## config.mk

```make
export PLATFORM = sky130hd
export DESIGN_NAME = std_mem_d1_stream_writer
export DESIGN_NICKNAME = d
export VERILOG_FILES = /design/src/rtl/std_mem_d1_stream_writer.sv
export SDC_FILE = /design/constraint.sdc
export NUM_CORES = 1
export LEC_CHECK = 0
export CAP_MARGIN = 20
export CORE_MARGIN = 5
export CORE_UTILIZATION = 39
export CTS_CLUSTER_SIZE = 8
export DETAILED_ROUTE_END_ITERATION = 8
export GPL_TIMING_DRIVEN = 0
export PLACE_DENSITY = 0.8
export SLEW_MARGIN = 20
export SYNTH_ARGS = -nofsm -noshare
export SYNTH_HDL_FRONTEND = slang
export SYNTH_SLANG_ARGS = --single-unit
export TNS_END_PERCENT = 5
```

## constraint.sdc

```tcl
create_clock -name clk -period 1.75 [get_ports clk]
set_input_delay 0.4375 -clock clk [delete_from_list [all_inputs] [get_ports clk]]
set_output_delay 0.4375 -clock clk [all_outputs]
set_load 0.1 [all_outputs]
```

## src/rtl/std_mem_d1_stream_writer.sv

```systemverilog
// Stream-to-memory writer for a one-dimensional Calyx-style memory port.
// A go/done engine takes words from a valid/ready stream and writes them to
// addresses 0..eff_len-1. It issues one write at a time and waits for the
// memory's done before fetching the next word.
module std_mem_d1_stream_writer #(
    parameter int WIDTH    = 32,
    parameter int SIZE     = 16,
    parameter int IDX_SIZE = 4
) (
    input  logic                clk,
    input  logic                reset,
    input  logic                go,
    input  logic [IDX_SIZE:0]   len,
    output logic                done,
    output logic [IDX_SIZE:0]   count,
    input  logic [WIDTH-1:0]    in_data,
    input  logic                in_valid,
    output logic                in_ready,
    output logic [IDX_SIZE-1:0] addr0,
    output logic [WIDTH-1:0]    write_data,
    output logic                write_en,
    input  logic                mem_done
);

    // SIZE expressed in the width of len/count so comparisons stay unsigned and sized.
    localparam logic [IDX_SIZE:0] LP_SIZE = SIZE[IDX_SIZE:0];
    localparam logic [IDX_SIZE:0] LP_ONE  = {{IDX_SIZE{1'b0}}, 1'b1};

    typedef enum logic [2:0] {
        S_IDLE  = 3'd0,
        S_FETCH = 3'd1,
        S_WRITE = 3'd2,
        S_ACK   = 3'd3,
        S_DONE  = 3'd4
    } state_t;

    // Saturate the requested length to the memory depth so addr0 can never
    // run past the last word.
    function automatic logic [IDX_SIZE:0] clamp_len(input logic [IDX_SIZE:0] req);
        logic [IDX_SIZE:0] res;
        res = (req > LP_SIZE) ? LP_SIZE : req;
        return res;
    endfunction

    state_t              r_state;
    state_t              w_next;

    logic [IDX_SIZE:0]   r_eff_len;
    logic [IDX_SIZE:0]   r_count;
    logic                r_armed;
    logic [IDX_SIZE-1:0] r_addr;
    logic [WIDTH-1:0]    r_wdata;

    logic                w_start;
    logic [IDX_SIZE:0]   w_len_clamped;
    logic                w_fetch_hs;
    logic                w_ack;
    logic [IDX_SIZE:0]   w_count_inc;
    logic                w_last;

    // Start needs the engine idle and armed; armed blocks a held-high go
    // from launching back-to-back operations.
    assign w_start       = (r_state == S_IDLE) && go && r_armed;
    assign w_len_clamped = clamp_len(len);
    assign w_fetch_hs    = (r_state == S_FETCH) && in_valid;
    assign w_ack         = (r_state == S_ACK) && mem_done;
    assign w_count_inc   = r_count + LP_ONE;
    assign w_last        = (w_count_inc == r_eff_len);

    // State register; reset aborts any operation in flight.
    always_ff @(posedge clk or posedge reset) begin
        if (reset) begin
            r_state <= S_IDLE;
        end else begin
            r_state <= w_next;
        end
    end

    // Next-state decode.
    always_comb begin
        w_next = r_state;
        case (r_state)
            S_IDLE: begin
                if (w_start) begin
                    w_next = (w_len_clamped == '0) ? S_DONE : S_FETCH;
                end
            end
            S_FETCH: begin
                if (in_valid) begin
                    w_next = S_WRITE;
                end
            end
            S_WRITE: begin
                w_next = S_ACK;
            end
            S_ACK: begin
                if (mem_done) begin
                    w_next = w_last ? S_DONE : S_FETCH;
                end
            end
            S_DONE: begin
                w_next = S_IDLE;
            end
            default: begin
                w_next = S_IDLE;
            end
        endcase
    end

    // Strobes are pure decodes of the state register so reset clears them
    // in the same instant it asserts.
    always_comb begin
        done     = 1'b0;
        in_ready = 1'b0;
        write_en = 1'b0;
        case (r_state)
            S_FETCH: in_ready = 1'b1;
            S_WRITE: write_en = 1'b1;
            S_DONE:  done     = 1'b1;
            default: begin
                done     = 1'b0;
                in_ready = 1'b0;
                write_en = 1'b0;
            end
        endcase
    end

    // Operation length and acknowledged-word counter; count holds after done
    // until the next start clears it.
    always_ff @(posedge clk or posedge reset) begin
        if (reset) begin
            r_eff_len <= '0;
            r_count   <= '0;
        end else if (w_start) begin
            r_eff_len <= w_len_clamped;
            r_count   <= '0;
        end else if (w_ack) begin
            r_count   <= w_count_inc;
        end
    end

    // Address and data are captured at the stream handshake so they stay
    // stable across WRITE and ACK; the address is taken before count advances,
    // so it never reaches SIZE and never wraps.
    always_ff @(posedge clk or posedge reset) begin
        if (reset) begin
            r_addr  <= '0;
            r_wdata <= '0;
        end else if (w_fetch_hs) begin
            r_addr  <= r_count[IDX_SIZE-1:0];
            r_wdata <= in_data;
        end
    end

    // Re-arm whenever go is seen low; disarm on completion so a go that
    // stays high does not restart the engine.
    always_ff @(posedge clk or posedge reset) begin
        if (reset) begin
            r_armed <= 1'b1;
        end else if (!go) begin
            r_armed <= 1'b1;
        end else if (r_state == S_DONE) begin
            r_armed <= 1'b0;
        end
    end

    assign count      = r_count;
    assign addr0      = r_addr;
    assign write_data = r_wdata;

endmodule

```

# --- Yosys cells after proc, flatten, opt, wreduce, memory -nomap -nowiden ---
# Cells that the tools add are included.
# Widths: inputs -> output; s select.
classes:
  addsub: 1
  magnitude_cmp: 1
  eq_ne: 9
  muxes: 14
  reduce_logical: 8
ops:
  columns: ["operator", "count"]
  rows:
  - ["$mux 3", 5]
  - ["$mux 5", 3]
  - ["$pmux 3 s4", 1]
  - ["$eq 3x2->1 const B", 2]
  - ["$ne 2x2->1 const B", 3]
  - ["$add 5x1->5 const B", 1]
  - ["$eq 5x5->1", 1]
  - ["$gt 5x5->1 const B", 1]
  - ["$logic_not 5->1", 1]
  - ["$mux 1", 5]
  - ["$logic_and 1x1->1", 4]
  - ["$eq 3x1->1 const B", 1]
  - ["$eq 3x3->1 const B", 1]
  - ["$logic_not 3->1", 1]
  - ["$reduce_and 3->1", 1]
  - ["$ne 2x1->1 const B", 1]
  - ["$reduce_bool 2->1", 1]
word_totals:
  ff_bits: 50
  in_bits: 42
  out_inout_bits: 44
  elab_cells: 39

# --- Logic depth before layout (Yosys ltp) ---
depth:
  word_depth: 6
  mapped_depth: 5
  ltp_nobuf: 5

# --- Worst setup path after synthesis ---
# OpenSTA, ideal clock, no wires.
synth_path:
  path_kind: "register -> output"
  from: "reg r_state[0]"
  to: "out done"
  arrival_time_ns: 2.789
  required_ns: 1.312
  slack_ns: -1.476
  path_stages_with_launch: 3
  path_cell_list: "dfrtp_1 -> buf_6 -> nor3b_1"
synth_between:
  elab_chain_cells: 2
synth_lines:
  columns: ["item", "line", "text"]
  rows:
  - ["start: declaration", "45", "state_t r_state;"]
  - ["start signal: assignment", "75", "r_state <= w_next;"]
  - ["$eq 3x3->1", "116", "case (r_state)"]
  - ["$mux 1", "116", null]
  - ["end: declaration", "14", "output logic done,"]
# No other way between the ends.

# --- Final worst setup path ---
layout_path:
  from: "in in_valid"
  to: "reg r_wdata[28] (netlist: write_data[28])"
layout_between:
  elab_chain_cells: 1
layout_lines:
  columns: ["item", "line", "text"]
  rows:
  - ["start: declaration", "17", "input logic in_valid,"]
  - ["$logic_and 1x1->1", "65", "assign w_fetch_hs = (r_state == S_FETCH) && in_valid;"]
  - ["end signal: assignment", "151", "r_wdata <= in_data;"]
  - ["end: declaration", "52", "logic [WIDTH-1:0] r_wdata;"]
# No other way between the ends.
# A chain may end at the register's enable or synchronous reset.

==> impl_metrics.tcl <==
set metrics [dict create \
    status "finished, violations left" \
    violations "setup timing" \
    slew_viol_final 0 \
    rsz0062_at_grt "yes" \
    syn_area_per_cell_sq_um 13.5 \
    grt_pass1_wl_mm 8.11 \
    n_antenna_cell 0 \
    fin_skew_ps 7.13 \
    wl_mm 4.79 \
    vias 1600 \
    startpoint_type "input port" \
    path_cells "clkdlybuf4s50_1 -> nor4bb_2 -> buf_4 -> buf_6 -> mux2_2" \
    clk_pin_slew_ps 80 \
    design_area_sq_mm 0.00339 \
    maxCapViolCount 0 \
    critPathMaxFanout 10 \
    rows 27 \
    synth_cells 160 \
    grt_max_degree 30 \
    stdcell_count 328 \
    cts_buffers 5 \
    place_inst 318 \
    die_w_microns 84.3 \
    dr.pass1.iters 4 \
    holdWs_ps 508 \
    clock_latency_ps 300 \
    core-area_sq_mm 0.00544 \
    routedWlPerCell_microns 14.6 \
    area_growth_pct 57.4 \
    crit_type "input port to flop" \
    min_period_ps 1760 \
    ys_ff_latch 50 \
    cp.arrival_ps 1940 \
    seq_area_frac_synth_pct 58.2 \
    dpl_cell_area_sq_mm 0.00318 \
    drc 0 \
    start_util_pct 39.6 \
    antenna_found_initial 0 \
    cts_tree "yes" \
    setup_viol 4 \
    worst_pin_slew_ps 637 \
    cts_root_buf "clkbuf_8" \
    fp.dieH_microns 84.3 \
    cts_buffer_depth 2 \
    dieArea_sq_mm 0.00710 \
    reg2reg_depth 5 \
    syn-num-nets 203 \
    postRouteAntennaNets 0 \
    ios 86 \
    endpoint_kind "flop" \
    min_delay_path_depth 1 \
    cts_max_level 2 \
    critPathSlowestCell "clkdlybuf4s50_1" \
    fin_ws_ps -9.34 \
    hp-class "flop to flop" \
    dp_worst_setup_slack_ps -618 \
    grt_pass1_vias 1656 \
    viasPerCell 4.88 \
    drt_iter0_markers 36 \
    syn_area_sq_mm 0.00215 \
    slew_headroom_pct 57.5 \
    synth_cell_types 33 \
    drive_gt1_share_pct 43.8 \
    clock-sinks 50 \
    yosys_warnings 0 \
    grt.overflow.total 0 \
    period_share_pct 101 \
    routabilityCongestion 0.746 \
    hpwl_mm 3.63 \
    critPathMaxStageDelay_ps 510 \
    hold_viol_final 0 \
    fill_cells 433 \
    final_nets 298 \
    grt_use_total_pct 14.2 \
    fmax_mhz 568 \
    io_buffers 85 \
    cp.required_ps 1930 \
]
-- critical path: cells and delay by family --
kind	cells	cell delay, ps
buf+inv	3	920
mux	1	350
simple gates	1	230
-- final timing paths --
kind / to / slack [ps] / from
setup / recovery: write_data[28]$_DFFE_PP0P_ / -9 / in_valid
hold / removal: write_data[25]$_DFFE_PP0P_ / 510 / write_data[25]$_DFFE_PP0P_
setup reg to reg: write_data[28]$_DFFE_PP0P_ / 60 / r_state[1]$_DFFE_PP0P_
hold reg to reg: write_data[25]$_DFFE_PP0P_ / 510 / write_data[25]$_DFFE_PP0P_
max in group asynchronous: r_armed$_DFFE_PP1P_ / 600 / reset
min in group asynchronous: write_data[16]$_DFFE_PP0P_ / 530 / reset
-- state kept, by name, indices dropped and copies added, names as in the netlist --
signal      count
r_armed         1
write_data     32
addr0           4
r_eff_len       5
count           5
r_state         3
-- cell usage after synthesis (all sizes together) --
cell type / count / share of area [%]
a21oi: 2 / 0.47
a22oi: 1 / 0.35
a31oi: 1 / 0.29
and2: 2 / 0.58
and4b: 1 / 0.47
buf: 7 / 2.8
dfrtp: 49 / 57
dfstp: 1 / 1.2
ha: 1 / 0.58
inv: 7 / 1.2
mux2: 37 / 19
nand2: 6 / 1.0
nand3: 2 / 0.47
nand3b: 5 / 1.7
nand4: 1 / 0.29
nand4b: 1 / 0.41
nor2: 5 / 0.87
nor3: 2 / 0.47
nor3b: 2 / 0.70
nor4: 2 / 0.87
nor4bb: 1 / 0.47
o21ai: 11 / 2.6
o22ai: 1 / 0.29
o31ai: 2 / 0.70
o41a: 1 / 0.52
o41ai: 1 / 0.41
or4: 1 / 0.35
xnor2: 3 / 1.2
xnor3: 1 / 1.0
xor2: 3 / 1.2
-- placed cells by master, fill, tap and decap left out, types with 2 or more instances in the layout --
master           instances
dfrtp_1                 43
clkdlybuf4s50_1         41
mux2_2                  37
clkdlybuf4s15_2         36
o21ai_0                 11
nand2_1                  6
inv_1                    6
dfrtp_2                  6
nor2_1                   5
nand3b_1                 5
clkbuf_8                 5
buf_6                    4
buf_2                    4
buf_4                    3
xnor2_1                  3
xor2_1                   3
buf_12                   3
buf_8                    2
and2_1                   2
o31ai_1                  2
a21oi_1                  2
nor3b_4                  2
clkbuf_1                 2
-- metrics by stage --
stage | utilization (%) | TNS, ps
5_1_grt | 62.3 | -1390
3_3_place_gp | 57.9 | -68870
4_1_cts | 62.5 | -331
6_report | 62.3 | -19.0
2_1_floorplan | - | -347
3_5_place_dp | 58.4 | -27300
-- final cells by class --
| type | count | area (sq um) | share of cell area, % |
|---|---|---|---|
| timing repair buffer | 88 | 943 | 27.9 |
| sequential | 50 | 1260 | 37.2 |
| inverter | 7 | 26.3 | 0.776 |
| tap | 72 | 90.1 | 2.66 |
| clock buffer | 7 | 76.3 | 2.25 |
| multi-input combinational | 96 | 878 | 25.9 |
| buffer | 7 | 82.6 | 2.44 |
| clock inverter | 1 | 30.0 | 0.887 |
-- logic make-up after synthesis --
family	after synthesis	synth area share, %
compound gates	20	5.58
xor+xnor	7	3.49
fa+ha+maj	1	0.581
buf+inv	14	4.07
flops	50	58.2
mux	37	19.4
simple gates	31	8.72
-- per-layer routing --
metal  track usage, %  up-vias  part of all wire (%)
met5                0        -                     0
met4             3.51        0                  0.96
met3             4.71        4                   7.6
met2             24.3       55                    50
met1             17.1      777                    42
li1                 -      764                     -
-- timing repair --
item,in CTS,in global routing
cloned,0,0
hold buffers,0,0
buffers inserted,2,0
endpoints found under the setup margin,75,37
pin swaps,1,1
gates resized for setup,162,5
Power is not shown: default switching activity piles up to over one toggle a cycle in this logic, so the estimate is an artifact.
